--- config.mk ---
export PLATFORM = sky130hd
export DESIGN_NAME = drum_div_seq_flat
export DESIGN_NICKNAME = d
export VERILOG_FILES = /design/src/rtl/drum_div_pkg.sv /design/src/rtl/drum_div_seq_if.sv /design/src/rtl/drum_div_norm.sv /design/src/rtl/drum_div_seq.sv /design/src/flat_wrapper.sv
export SDC_FILE = /design/constraint.sdc
export NUM_CORES = 1
export LEC_CHECK = 0
export BUFFER_PORTS_ARGS = -buffer_cell sky130_fd_sc_hd__buf_4
export CAP_MARGIN = 20
export CELL_PAD_IN_SITES_DETAIL_PLACEMENT = 0
export CELL_PAD_IN_SITES_GLOBAL_PLACEMENT = 1
export CORE_MARGIN = 1
export CORE_UTILIZATION = 30
export CTS_BUF_LIST = sky130_fd_sc_hd__clkbuf_8 sky130_fd_sc_hd__clkbuf_16
export CTS_CLUSTER_DIAMETER = 80
export DETAILED_ROUTE_END_ITERATION = 8
export PLACE_DENSITY = 0.67
export SKIP_LAST_GASP = 1
export SLEW_MARGIN = 20
export SYNTH_ARGS = -nofsm -noshare
export SYNTH_HDL_FRONTEND = slang
export SYNTH_SLANG_ARGS = --single-unit
--- constraint.sdc ---
create_clock -name clk -period 9.5 [get_ports clk]
set_input_delay 1.9 -clock clk [delete_from_list [all_inputs] [get_ports clk]]
set_output_delay 1.9 -clock clk [all_outputs]
set_load 0.02 [all_outputs]
--- src/rtl/drum_div_pkg.sv ---
// Shared types and constants for the DRUM-style iterative approximate divider.
package drum_div_pkg;

  localparam int W_DEF   = 16;
  localparam int K_DEF   = 6;
  localparam int F_DEF   = 12;
  localparam int LATENCY = K_DEF + F_DEF + 2;
  // Signed exponent width: holds +/-(W-K) as a difference of two exponents.
  localparam int EXP_W   = $clog2(W_DEF) + 1;

  typedef enum logic [2:0] {
    IDLE,
    LOAD,
    DIV,
    FIN,
    DONE
  } state_t;

endpackage

--- src/rtl/drum_div_seq_if.sv ---
// Valid/ready operand and result channel of the DRUM approximate divider.
interface drum_div_seq_if #(
  parameter int W = drum_div_pkg::W_DEF
);
  logic         in_valid;
  logic         in_ready;
  logic [W-1:0] a;
  logic [W-1:0] b;
  logic         out_valid;
  logic         out_ready;
  logic [W-1:0] q;
  logic         dbz;

  modport master (
    output in_valid, a, b, out_ready,
    input  in_ready, out_valid, q, dbz
  );

  modport slave (
    input  in_valid, a, b, out_ready,
    output in_ready, out_valid, q, dbz
  );
endinterface

--- src/rtl/drum_div_norm.sv ---
// Leading-one detect and K-bit mantissa/exponent extraction for one operand.
module drum_div_norm
  import drum_div_pkg::*;
#(
  parameter int W = W_DEF,
  parameter int K = K_DEF
) (
  input  logic [W-1:0]     x,
  output logic [K-1:0]     mx,
  output logic [EXP_W-1:0] px
);
  localparam int IW = $clog2(W);

  logic [IW-1:0] kx;

  always_comb begin
    kx = '0;
    for (int i = 0; i < W; i++) begin
      if (x[i]) kx = IW'(i);
    end
    mx = x[K-1:0];
    px = '0;
    if (int'(kx) >= K) begin
      // Keep the K-1 bits below and including the leading one, LSB forced to 1.
      mx[0] = 1'b1;
      for (int j = 1; j < K; j++) begin
        mx[j] = x[IW'(int'(kx) - K + 1 + j)];
      end
      px = EXP_W'(kx) - EXP_W'(K - 1);
    end
  end
endmodule

--- src/rtl/drum_div_seq.sv ---
// Iterative DRUM approximate unsigned divider, one quotient bit per cycle.
// Optional round-half-up of the rescaled result: define DRUM_DIV_ROUND_EN.
module drum_div_seq
  import drum_div_pkg::*;
#(
  parameter int W = W_DEF,
  parameter int K = K_DEF,
  parameter int F = F_DEF
) (
  input logic           clk,
  input logic           rst_n,
  drum_div_seq_if.slave bus
);
  localparam int QW   = K + F;
  localparam int RW   = F + W + 1;
  localparam int CW   = $clog2(K + F) + 1;
  localparam int SH_W = $clog2(F + W) + 1;

  state_t                state_reg;
  logic                  in_ready_reg;
  logic                  out_valid_reg;
  logic [W-1:0]          q_reg;
  logic                  dbz_reg;
  logic [W-1:0]          opd_reg [2];
  logic [K-1:0]          mb_reg;
  logic [EXP_W-1:0]      pa_reg;
  logic [EXP_W-1:0]      pb_reg;
  logic [K-1:0]          rem_reg;
  logic [QW-1:0]         nq_reg;
  logic [CW-1:0]         cnt_reg;

  logic [K-1:0]          mant [2];
  logic [EXP_W-1:0]      expo [2];

  genvar gi;
  generate
    for (gi = 0; gi < 2; gi++) begin : g_norm
      drum_div_norm #(.W(W), .K(K)) u_norm (
        .x  (opd_reg[gi]),
        .mx (mant[gi]),
        .px (expo[gi])
      );
    end
  endgenerate

  // One restoring step: shift the next numerator bit into the remainder.
  logic [K:0]   trial;
  logic         ge;
  logic [K-1:0] rem_next;

  always_comb begin
    trial    = {rem_reg, nq_reg[QW-1]};
    ge       = (trial >= {1'b0, mb_reg});
    rem_next = ge ? (trial[K-1:0] - mb_reg) : trial[K-1:0];
  end

  logic signed [EXP_W-1:0] s_exp;
  logic [EXP_W-1:0]        lsh;
  logic [EXP_W-1:0]        rsh_x;
  logic [SH_W-1:0]         shamt;
  logic [RW-1:0]           ext;
  logic [RW-1:0]           res;
  logic                    sat;

  always_comb begin
    s_exp = $signed(pa_reg) - $signed(pb_reg);
    lsh   = s_exp[EXP_W-1] ? '0 : s_exp;
    rsh_x = s_exp[EXP_W-1] ? -s_exp : '0;
    shamt = SH_W'(F) + SH_W'(rsh_x);
    ext   = RW'(nq_reg) << lsh;
`ifdef DRUM_DIV_ROUND_EN
    ext   = ext + (RW'(1) << (shamt - 1'b1));
`else
`endif
    res   = ext >> shamt;
    sat   = |res[RW-1:W];
  end

  always_ff @(posedge clk) begin
    if (!rst_n) begin
      state_reg     <= IDLE;
      in_ready_reg  <= 1'b1;
      out_valid_reg <= 1'b0;
      q_reg         <= '0;
      dbz_reg       <= 1'b0;
      opd_reg[0]    <= '0;
      opd_reg[1]    <= '0;
      mb_reg        <= '0;
      pa_reg        <= '0;
      pb_reg        <= '0;
      rem_reg       <= '0;
      nq_reg        <= '0;
      cnt_reg       <= '0;
    end else begin
      case (state_reg)
        IDLE: begin
          if (bus.in_valid && in_ready_reg) begin
            opd_reg[0]   <= bus.a;
            opd_reg[1]   <= bus.b;
            in_ready_reg <= 1'b0;
            state_reg    <= LOAD;
          end
        end
        LOAD: begin
          nq_reg    <= {mant[0], {F{1'b0}}};
          mb_reg    <= mant[1];
          pa_reg    <= expo[0];
          pb_reg    <= expo[1];
          rem_reg   <= '0;
          cnt_reg   <= '0;
          state_reg <= DIV;
        end
        DIV: begin
          rem_reg <= rem_next;
          nq_reg  <= {nq_reg[QW-2:0], ge};
          cnt_reg <= cnt_reg + 1'b1;
          if (cnt_reg == CW'(K + F - 1)) state_reg <= FIN;
        end
        FIN: begin
          // Divide-by-zero overrides whatever the datapath produced.
          if (opd_reg[1] == '0) begin
            q_reg   <= '1;
            dbz_reg <= 1'b1;
          end else begin
            q_reg   <= sat ? '1 : res[W-1:0];
            dbz_reg <= 1'b0;
          end
          out_valid_reg <= 1'b1;
          state_reg     <= DONE;
        end
        DONE: begin
          if (bus.out_ready) begin
            out_valid_reg <= 1'b0;
            in_ready_reg  <= 1'b1;
            state_reg     <= IDLE;
          end
        end
        default: state_reg <= IDLE;
      endcase
    end
  end

  assign bus.in_ready  = in_ready_reg;
  assign bus.out_valid = out_valid_reg;
  assign bus.q         = q_reg;
  assign bus.dbz       = dbz_reg;
endmodule

--- src/flat_wrapper.sv ---
// flat-port wrapper written by rule: the top's interface ports become plain ports
module drum_div_seq_flat import drum_div_pkg::*;
#(
  parameter int W = W_DEF,
  parameter int K = K_DEF,
  parameter int F = F_DEF
)
  (clk, rst_n, bus_in_valid, bus_a, bus_b, bus_out_ready, bus_in_ready, bus_out_valid, bus_q, bus_dbz);
  drum_div_seq_if #(.W(W)) bus_i ();
  input logic clk;
  input logic rst_n;
  input wire logic [$bits(bus_i.in_valid)-1:0] bus_in_valid;
  input wire logic [$bits(bus_i.a)-1:0] bus_a;
  input wire logic [$bits(bus_i.b)-1:0] bus_b;
  input wire logic [$bits(bus_i.out_ready)-1:0] bus_out_ready;
  output wire logic [$bits(bus_i.in_ready)-1:0] bus_in_ready;
  output wire logic [$bits(bus_i.out_valid)-1:0] bus_out_valid;
  output wire logic [$bits(bus_i.q)-1:0] bus_q;
  output wire logic [$bits(bus_i.dbz)-1:0] bus_dbz;
  assign bus_i.in_valid = bus_in_valid;
  assign bus_i.a = bus_a;
  assign bus_i.b = bus_b;
  assign bus_i.out_ready = bus_out_ready;
  assign bus_in_ready = bus_i.in_ready;
  assign bus_out_valid = bus_i.out_valid;
  assign bus_q = bus_i.q;
  assign bus_dbz = bus_i.dbz;
  drum_div_seq #(.W(W), .K(K), .F(F)) u_core (.clk(clk), .rst_n(rst_n), .bus(bus_i));
endmodule
==> metrics.md, run 1 <==
| Metric | Value |
|---|---|
| Final setup fails | 0 |
| P&R area growth vs syn | 11.57% |
| Slew margin rel. | 37.72% |
| Initial antenna violation count | 0 |
| Maxcap violations | 0 |
| Crit path DAT | 4280 ps |
| CTS Sinks | 100 |
| Core footprint | 0.02460 mm^2 |
| Post-route ant nets | 0 |
| Tightest Pin Transition | 928.5 ps |
| Via/cell ratio | 5.596 |
| Slew Viols, Final | 0 |
| Worst hold-check path type | reg -> reg |
| Number of synthesized flops with an enable pin | 32 |
| Setup Crit Path Kind | reg -> reg |
| Share of the synthesized area in the top cell type | 17.88% |
| Startpoint Class | flop |
| CTS H-tree lvls | 3 |
| Clock Skews | 11.08 ps |
| Wire length per cell | 17.07 um |
| Worst Setup SP | u_core.opd_reg[0][5]$_SDFFCE_PN0P_ |
| Mean Syn Cell Area | 8.480 um^2 |
| Leakage | 3.140 nW |
| Clock Tree Buf Depth | 2 |
| Max reg flops | 32 |
| Pin count of the biggest net entering global routing | 42 |
| Worst r2r src | u_core.opd_reg[0][5]$_SDFFCE_PN0P_ |
| Post-synth ARST share | 0% |
| ANT cells | 0 |
| Ys flop type | dfxtp_1 |
| Io pins | 55 |
| Syn Std Cell Area | 0.007615 mm^2 |
| Final Cell Area | 0.008496 mm^2 |
| Drc violations | 0 |
| Post-placement cell area | 0.008199 mm^2 |
| Register area share after synthesis | 30.50% |
| Endpoint class of the critical path | flop |
| Total CTS buffers | 9 |
| Synth Instances | 898 |
| Port bufs | 54 |
| Netlist cell types | 95 |
| Most common cell in the synthesized netlist | nor2_1 |
| RSZ-0062 raised after global routing | false |
| Hold Violations, Final | 0 |
| Status | complete, no violations |
| PwrDens | 195.7 mW/mm^2 |
| DIE AREA | 0.02602 mm^2 |
| Top cells by count, synth | 76 x nor2_1, 73 x a21oi_1, 68 x dfxtp_1 |
| GRT Total Usage | 16.39% |
| Row cnt | 57 |
| CP max FO | 19 |
| Setup WS pre-CTS | 5515 ps |
| CTS tree | yes |
| 1st-pass router iterations | 7 |
| Layout cell share with drive strength beyond 1 | 15.17% |
| Clk root buf | clkbuf_16 |
| Worst skew pair latency | 360 ps |
| First-pass GRT wire length | 34.60 mm |
| Setup ws final | 5495 ps |
| Global route overflow | 0 |
| Synth warnings | 0 |
| Required time of the critical path | 9770 ps |
| Post-CTS setup buffer count | 0 |
| Top post-synthesis cells by area | dfxtp_1 18%, edfxtp_1 13%, a21oi_1 4.8%, ha_1 4.4%, nor2_1 3.7% |
| Synth Register Bits | 100 |
| Reg clk slew, reported paths | 70 ps |
| Total Nets Final | 976 |
| Initial Util | 30.95% |
| DRT iter0 DRCs | 650 |
| Fmax | 249.7 MHz |
| Die Wd | 161.3 um |
| DIE HEIGHT | 161.3 um |
| Worst Min Path Start | u_core.pb_reg[1]$_SDFFE_PN0P_ |
| Routed via count | 6939 |
| Post-DP HPWL | 15.39 mm |
| Post-CTS sizing | 0 |
| Post-Route WL | 21.17 mm |
| Setup tns final | 0 ps |
| Vias in the first global route | 6428 |
| Syn_nets | 963 |
| Peak supply drop | 0.00008720 V |
| Final GP Congestion | 0.8805 |
| Fin crit share | 42.16% |
| Cell accounting for the most synthesized area | dfxtp_1 |
| Fin crit period | 4005 ps |
| Cts hold-fix bufs | 0 |
## layout by cell type (no fill, tap or decap), drive strengths merged, types with 11 or more instances in the layout
cell    count
nand2b     13
nand3      28
and2       40
o22ai      12
nor3       35
a211oi     21
edfxtp     32
ha         27
inv        40
nand2      62
o211ai     11
nor2       78
a21oi      73
buf        64
or3        13
a22oi      13
nor4       13
o21ai      52
mux4       12
mux2i      25
dfxtp      68
mux2       12
## area by class of cell
| cell class | instances | area (um^2) |
|---|---|---|
| Tap cell | 324 | 405.4 |
| Timing Repair Buffer | 64 | 484.2 |
| Sequential cell | 100 | 2322 |
| Clock buffer | 9 | 225.2 |
| Fill cell | 2596 | 16110 |
| Inverter | 38 | 145.1 |
| Multi-Input combinational cell | 698 | 4853 |
| Clock inverter | 7 | 60.06 |
## power breakdown
part | total [mW] | switching (mW) | internal, mW | leakage (nW)
Sequential | 0.517 | 0.0453 | 0.472 | 0.892
Clock | 0.361 | 0.178 | 0.183 | 0.141
Combinational | 0.785 | 0.474 | 0.311 | 2.11
## path summary, 6_finish.rpt
check                              endpoint  slack, ps  cells after the start
max          u_core.nq_reg[15]$_SDFFE_PN0N_       5500                     10
min           u_core.pb_reg[1]$_SDFFE_PN0P_        460                      2
max reg2reg  u_core.nq_reg[15]$_SDFFE_PN0N_       5500                     10
min reg2reg   u_core.pb_reg[1]$_SDFFE_PN0P_        460                      2
## metrics by stage
step	instances	util (%)	hold slack (ps)	total power [mW]
floorplan	898	-	431.9	1.128
global placement	1223	33.32	441.2	1.304
detailed placement	1223	33.32	449.1	1.296
CTS	1239	34.48	459.5	1.664
global route	1240	34.53	470.8	1.771
finish	1240	34.53	457.3	1.663
## cells by family (layout without fill, tap and decap cells)
kind of cell	count (synthesis)	in the layout	share of synthesized area (%)
and+or+nand+nor	322	322	21.54
AOI/OAI and AO/OA	281	281	25.81
DFF	100	100	30.50
buffers and inverters	100	118	5.948
muxes	49	49	8.659
adders and majority gates	29	29	4.962
xor gates and xnor gates	17	17	2.580
## layer usage
metal	GRT usage [%]	part of all wire [%]
met5	0	0
met4	3.988	1.2
met3	2.491	5.1
met2	25.08	44
met1	23.92	49
## critical path, cell delays in order, from the launching register on
cell,delay [ps]
edfxtp_1,510
o31a_1,350
o41ai_1,480
inv_1,140
ha_1,790
clkinv_1,450
ha_1,320
a21oi_1,150
xor2_1,170
mux2_2,350
a211oi_1,210
Note: power is estimated with default switching activity, not from simulation.
==> inputs of run 2 (changes only) <==
==> constraint.sdc (replaced) <==
create_clock -name clk -period 4.15 [get_ports clk]
set_input_delay 0.83 -clock clk [delete_from_list [all_inputs] [get_ports clk]]
set_output_delay 0.83 -clock clk [all_outputs]
set_load 0.02 [all_outputs]
==> run 2 against run 1 <==
Setup slack lost 5100 ps. Die area did not move. Count of clock-buffer cells in the layout did not move. Clock skew rose by 4.1 ps. Critical path type unchanged. Largest cell class unchanged.
==> metrics.md, run 2 (same netlist as run 1, synthesis figures left out) <==
| Metric | Value |
|---|---|
| Status | complete, no violations (unchanged) |
| Port bufs | 54 (unchanged) |
| CTS tree | yes (unchanged) |
| Total CTS buffers | 9 (unchanged) |
| Worst Setup SP | u_core.opd_reg[0][30]$_SDFFCE_PN0P_ (was u_core.opd_reg[0][5]$_SDFFCE_PN0P_) |
| Worst skew pair latency | 370 ps (was 360 ps) |
| Clock Skews | 15.18 ps (was 11.08 ps) |
| Setup tns final | 0 ps (unchanged) |
| DRT iter0 DRCs | 665 (was 650) |
| P&R area growth vs syn | 13.88% (was 11.57%) |
| GRT Total Usage | 16.85% (was 16.39%) |
| Cts hold-fix bufs | 0 (unchanged) |
| Drc violations | 0 (unchanged) |
| Post-CTS sizing | 0 (unchanged) |
| First-pass GRT wire length | 35.13 mm (was 34.60 mm) |
| ANT cells | 0 (unchanged) |
| Post-route ant nets | 0 (unchanged) |
| Core footprint | 0.02460 mm^2 (unchanged) |
| Peak supply drop | 0.0002139 V (was 0.00008720 V) |
| Post-Route WL | 21.75 mm (was 21.17 mm) |
| Worst r2r src | u_core.opd_reg[0][30]$_SDFFCE_PN0P_ (was u_core.opd_reg[0][5]$_SDFFCE_PN0P_) |
| Endpoint class of the critical path | flop (unchanged) |
| DIE HEIGHT | 161.3 um (unchanged) |
| Global route overflow | 0 (unchanged) |
| Slew margin rel. | 27.54% (was 37.72%) |
| Most frequent cells in the layout | 85 x buf_4, 76 x nor2_1, 73 x a21oi_1 (was 76 x nor2_1, 73 x a21oi_1, 68 x dfxtp_1) |
| Initial Util | 30.95% (unchanged) |
| Tightest Pin Transition | 1076 ps (was 928.5 ps) |
| Crit path DAT | 3990 ps (was 4280 ps) |
| Vias in the first global route | 6401 (was 6428) |
| CTS H-tree lvls | 3 (unchanged) |
| Io pins | 55 (unchanged) |
| Hold Violations, Final | 0 (unchanged) |
| Slew Viols, Final | 0 (unchanged) |
| RSZ-0062 raised after global routing | false (unchanged) |
| Final Non-Filler Cells | 1261 (was 1240) |
| Reg clk slew, reported paths | 80 ps (was 70 ps) |
| Pin count of the biggest net entering global routing | 41 (was 42) |
| Clk root buf | clkbuf_16 (unchanged) |
| Maxcap violations | 0 (unchanged) |
| Fin crit share | 89.81% (was 42.16%) |
| Required time of the critical path | 4420 ps (was 9770 ps) |
| Layout cell share with drive strength beyond 1 | 17.18% (was 15.17%) |
| Worst Min Path Start | u_core.pb_reg[1]$_SDFFE_PN0P_ (unchanged) |
| DIE AREA | 0.02602 mm^2 (unchanged) |
| CTS Sinks | 100 (unchanged) |
| CP max FO | 10 (was 19) |
| Max reg flops | 32 (unchanged) |
| Via/cell ratio | 5.587 (was 5.596) |
| Wire length per cell | 17.24 um (was 17.07 um) |
| Fmax | 268.3 MHz (was 249.7 MHz) |
| Final setup fails | 0 (unchanged) |
| Initial antenna violation count | 0 (unchanged) |
| Clock Tree Buf Depth | 2 (unchanged) |
| Setup Crit Path Kind | reg -> reg (unchanged) |
| 1st-pass router iterations | 5 (was 7) |
| Leakage | 3.251 nW (was 3.140 nW) |
| Fin crit period | 3727 ps (was 4005 ps) |
| Row cnt | 57 (unchanged) |
| Leading cell type in the layout, fill and taps excluded | buf_4 (was nor2_1) |
| Reg2reg setup slack | 420 ps (was 5500 ps) |
| Total Nets Final | 997 (was 976) |
| Post-DP HPWL | 15.91 mm (was 15.39 mm) |
| Post-CTS setup buffer count | 0 (unchanged) |
| Routed via count | 7045 (was 6939) |
| Startpoint Class | flop (unchanged) |
| Die Wd | 161.3 um (unchanged) |
| Placed insts | 1245 (was 1223) |
| Worst hold-check path type | reg -> reg (unchanged) |
| Final GP Congestion | 0.8994 (was 0.8805) |
| PwrDens | 455.0 mW/mm^2 (was 195.7 mW/mm^2) |
-- run 2: worst paths after layout --
path | endpoint | cells after the start
setup reg to reg | u_core.mb_reg[5]$_SDFFE_PN0P_ | 14
hold / removal | u_core.pb_reg[1]$_SDFFE_PN0P_ | 2
setup / recovery | u_core.mb_reg[5]$_SDFFE_PN0P_ | 14
hold reg to reg | u_core.pb_reg[1]$_SDFFE_PN0P_ | 2
-- run 2: per-layer routing --
| metal | vias up | GRT usage (%) | part of all wire (%) |
|---|---|---|---|
| met2 | 224 | 25.27 | 44 |
| met1 | 3326 | 24.50 | 49 |
| li1 | 3457 | - | - |
| met3 | 38 | 2.337 | 4.6 |
| met5 | - | 0 | 0 |
| met4 | 0 | 5.918 | 2.2 |
-- run 2: report_power, final --
part	internal [mW]	switching [mW]
Sequential	1.08	0.0975
Clock	0.432	0.451
Combinational	0.772	1.11
-- run 2: layout make-up --
type | count | area [um^2]
clock buffers | 9 | 225.2
clock inverters | 7 | 77.57
fillers | 2581 | 15930
inverters | 38 | 145.1
multi-input cells | 698 | 4858
flip-flops and latches | 100 | 2322
well taps | 324 | 405.4
repair buffers | 85 | 638.1
-- run 2: stage by stage --
step | power, mW | setup WS (ps) | hold slack, ps | area (um^2) | utilization, %
final | 3.946 | 423.0 | 452.3 | 8672 | 35.25
after global routing | 4.200 | 79.30 | 482.9 | 8672 | 35.25
after CTS | 3.946 | 445.6 | 457.9 | 8672 | 35.25
after detailed placement | 3.052 | 453.6 | 446.5 | 8369 | 34.01
after global placement | 3.068 | 484.9 | 442.3 | 8364 | 33.99
after floorplan | 2.582 | 464.3 | 431.9 | 7615 | -
-- run 2: critical path, stage by stage, from the launching register on --
cell	delay, ps
edfxtp_1	530
nand2b_1	190
nor2b_1	300
and4_1	360
nor2_2	60
inv_2	190
ha_1	340
xnor2_2	230
inv_2	130
ha_1	220
o21ai_0	80
a211oi_1	140
or4_1	440
and4b_1	220
o41ai_2	180
==> inputs of run 3 (changes only) <==
==> constraint.sdc (replaced) <==
create_clock -name clk -period 4.15 [get_ports clk]
set_input_delay 0.6225 -clock clk [delete_from_list [all_inputs] [get_ports clk]]
set_output_delay 0.6225 -clock clk [all_outputs]
set_load 0.02 [all_outputs]
==> run 3 against run 2 <==
Count of clock-buffer cells in the layout unchanged. Critical path type unchanged. Clock skew fell by 2.2 ps. Final cell count barely moved. Highest routed layer unchanged.
==> metrics.md, run 3 (same netlist as run 1, synthesis figures left out) <==
| Metric | Value |
|---|---|
| First-pass GRT wire length | 35.98 mm (was 35.13 mm) |
| CP max stage cell | edfxtp_1 (unchanged) |
| Fin crit share | 91.24% (was 89.81%) |
| CTS tree | yes (unchanged) |
| PwrDens | 457.4 mW/mm^2 (was 455.0 mW/mm^2) |
| Setup Crit Path Kind | reg -> reg (unchanged) |
| Via/cell ratio | 5.583 (was 5.587) |
| Slew Viols, Final | 0 (unchanged) |
| Port bufs | 54 (unchanged) |
| DIE HEIGHT | 161.3 um (unchanged) |
| Routed via count | 7034 (was 7045) |
| Post-route ant nets | 0 (unchanged) |
| RSZ-0062 raised after global routing | false (unchanged) |
| Initial Util | 30.95% (unchanged) |
| Reg2reg setup slack | 360 ps (was 420 ps) |
| Die Wd | 161.3 um (unchanged) |
| Final GP Congestion | 0.8927 (was 0.8994) |
| CP max FO | 10 (unchanged) |
| Clk root buf | clkbuf_16 (unchanged) |
| Clock Skews | 13.00 ps (was 15.18 ps) |
| Required time of the critical path | 4410 ps (was 4420 ps) |
| Worst hold slack | 458.2 ps (was 452.3 ps) |
| Slew margin rel. | 34.25% (was 27.54%) |
| Final Core Density | 35.26% (was 35.25%) |
| Worst skew pair latency | 360 ps (was 370 ps) |
| Tightest Pin Transition | 976.0 ps (was 1076 ps) |
| Fmax | 264.1 MHz (was 268.3 MHz) |
| DRT iter0 DRCs | 487 (was 665) |
| Clock Tree Buf Depth | 2 (unchanged) |
| Hold Violations, Final | 0 (unchanged) |
| Row cnt | 57 (unchanged) |
| Layout cell share with drive strength beyond 1 | 17.09% (was 17.18%) |
| Peak supply drop | 0.0001999 V (was 0.0002139 V) |
| Post-DP HPWL | 15.95 mm (was 15.91 mm) |
| Crit path buffers/inverters | 2 (unchanged) |
| Initial antenna violation count | 0 (unchanged) |
| Leading cell type in the layout, fill and taps excluded | buf_4 (unchanged) |
| Reg clk slew, reported paths | 80 ps (about the same) |
| Crit path cell chain | nand2b_1, nor2b_1, and4_1, nor2_2, inv_2, ha_1, xnor2_2, inv_2, ha_1, o21ai_0, a211oi_1, a2111oi_0, and4b_1, o41ai_2 (was nand2b_1, nor2b_1, and4_1, nor2_2, inv_2, ha_1, xnor2_2, inv_2, ha_1, o21ai_0, a211oi_1, or4_1, and4b_1, o41ai_2) |
| Crit path DAT | 4050 ps (was 3990 ps) |
| Fin crit period | 3786 ps (was 3727 ps) |
| GRT Total Usage | 16.99% (was 16.85%) |
| Io pins | 55 (unchanged) |
| Global route overflow | 0 (unchanged) |
| Critical path's largest stage delay | 560 ps (was 530 ps) |
| P&R area growth vs syn | 13.93% (was 13.88%) |
| Core footprint | 0.02460 mm^2 (unchanged) |
| Final setup fails | 0 (unchanged) |
| Wire length per cell | 17.26 um (was 17.24 um) |
| ANT cells | 0 (unchanged) |
| Post-CTS setup buffer count | 0 (unchanged) |
| CTS H-tree lvls | 3 (unchanged) |
| DIE AREA | 0.02602 mm^2 (unchanged) |
| Vias in the first global route | 6623 (was 6401) |
| Leakage | 3.250 nW (was 3.251 nW) |
| Worst hold-check path type | reg -> reg (unchanged) |
| Total Nets Final | 996 (was 997) |
| Max reg flops | 32 (unchanged) |
| Pin count of the biggest net entering global routing | 41 (unchanged) |
| Post-Route WL | 21.75 mm (about the same) |
| Startpoint Class | flop (unchanged) |
| Setup tns final | 0 ps (unchanged) |
| Post-CTS sizing | 0 (unchanged) |
| Status | complete, no violations (unchanged) |
| Power after layout | 3.968 mW (was 3.946 mW) |
| Most frequent cells in the layout | 83 x buf_4, 76 x nor2_1, 73 x a21oi_1 (was 85 x buf_4, 76 x nor2_1, 73 x a21oi_1) |
| Cts hold-fix bufs | 0 (unchanged) |
| 1st-pass router iterations | 5 (unchanged) |
| CTS Sinks | 100 (unchanged) |
| Drc violations | 0 (unchanged) |
| Total CTS buffers | 9 (unchanged) |
| Maxcap violations | 0 (unchanged) |
| CP top delay family | simple AND/OR/NAND/NOR gates (unchanged) |
| Endpoint class of the critical path | flop (unchanged) |
## run 3: where the power goes
group | total [mW] | leakage (nW) | internal [mW] | switching [mW]
Clock | 0.919 | 0.151 | 0.484 | 0.435
Combinational | 1.87 | 2.21 | 0.770 | 1.10
Sequential | 1.18 | 0.892 | 1.08 | 0.0974
## run 3: worst reg2reg max path, delay by kind of cell, from the launching register on
kind | cells | cell delay [ps]
buffers and inverters | 2 | 320
xor gates and xnor gates | 1 | 220
DFF | 1 | 560
AOI/OAI and AO/OA | 4 | 820
adders and majority gates | 2 | 590
and+or+nand+nor | 5 | 1170
## run 3: final timing paths
| check | from | endpoint | depth (start not counted) |
|---|---|---|---|
| worst min register to register | u_core.pb_reg[1]$_SDFFE_PN0P_ | u_core.pb_reg[1]$_SDFFE_PN0P_ | 2 |
| worst max-delay path | u_core.opd_reg[0][30]$_SDFFCE_PN0P_ | u_core.mb_reg[5]$_SDFFE_PN0P_ | 14 |
| worst max register to register | u_core.opd_reg[0][30]$_SDFFCE_PN0P_ | u_core.mb_reg[5]$_SDFFE_PN0P_ | 14 |
| worst min-delay path | u_core.pb_reg[1]$_SDFFE_PN0P_ | u_core.pb_reg[1]$_SDFFE_PN0P_ | 2 |
## run 3: layout make-up
cell class / count / area [um^2]
Multi-Input combinational cell: 698 / 4853
Inverter: 38 / 145.1
Clock buffer: 9 / 225.2
Sequential cell: 100 / 2322
Timing Repair Buffer: 84 / 638.1
Tap cell: 324 / 405.4
Fill cell: 2588 / 15930
Clock inverter: 7 / 86.33
## run 3: through the flow
step           area, um^2  cells  worst slack (ps)
2_1_floorplan        7615    898             581.0
3_3_place_gp         8349   1243             492.3
3_5_place_dp         8364   1244             444.8
4_1_cts              8676   1260             415.9
5_1_grt              8676   1260             38.93
6_report             8676   1260             363.6
## run 3: per-layer routing
layer	up-vias	wire length, um	global-route usage, %
li1	3449	-	-
met1	3342	10630	24.18
met2	208	9618	26.25
met3	35	1023	2.542
met4	0	473	5.317
met5	-	0	0
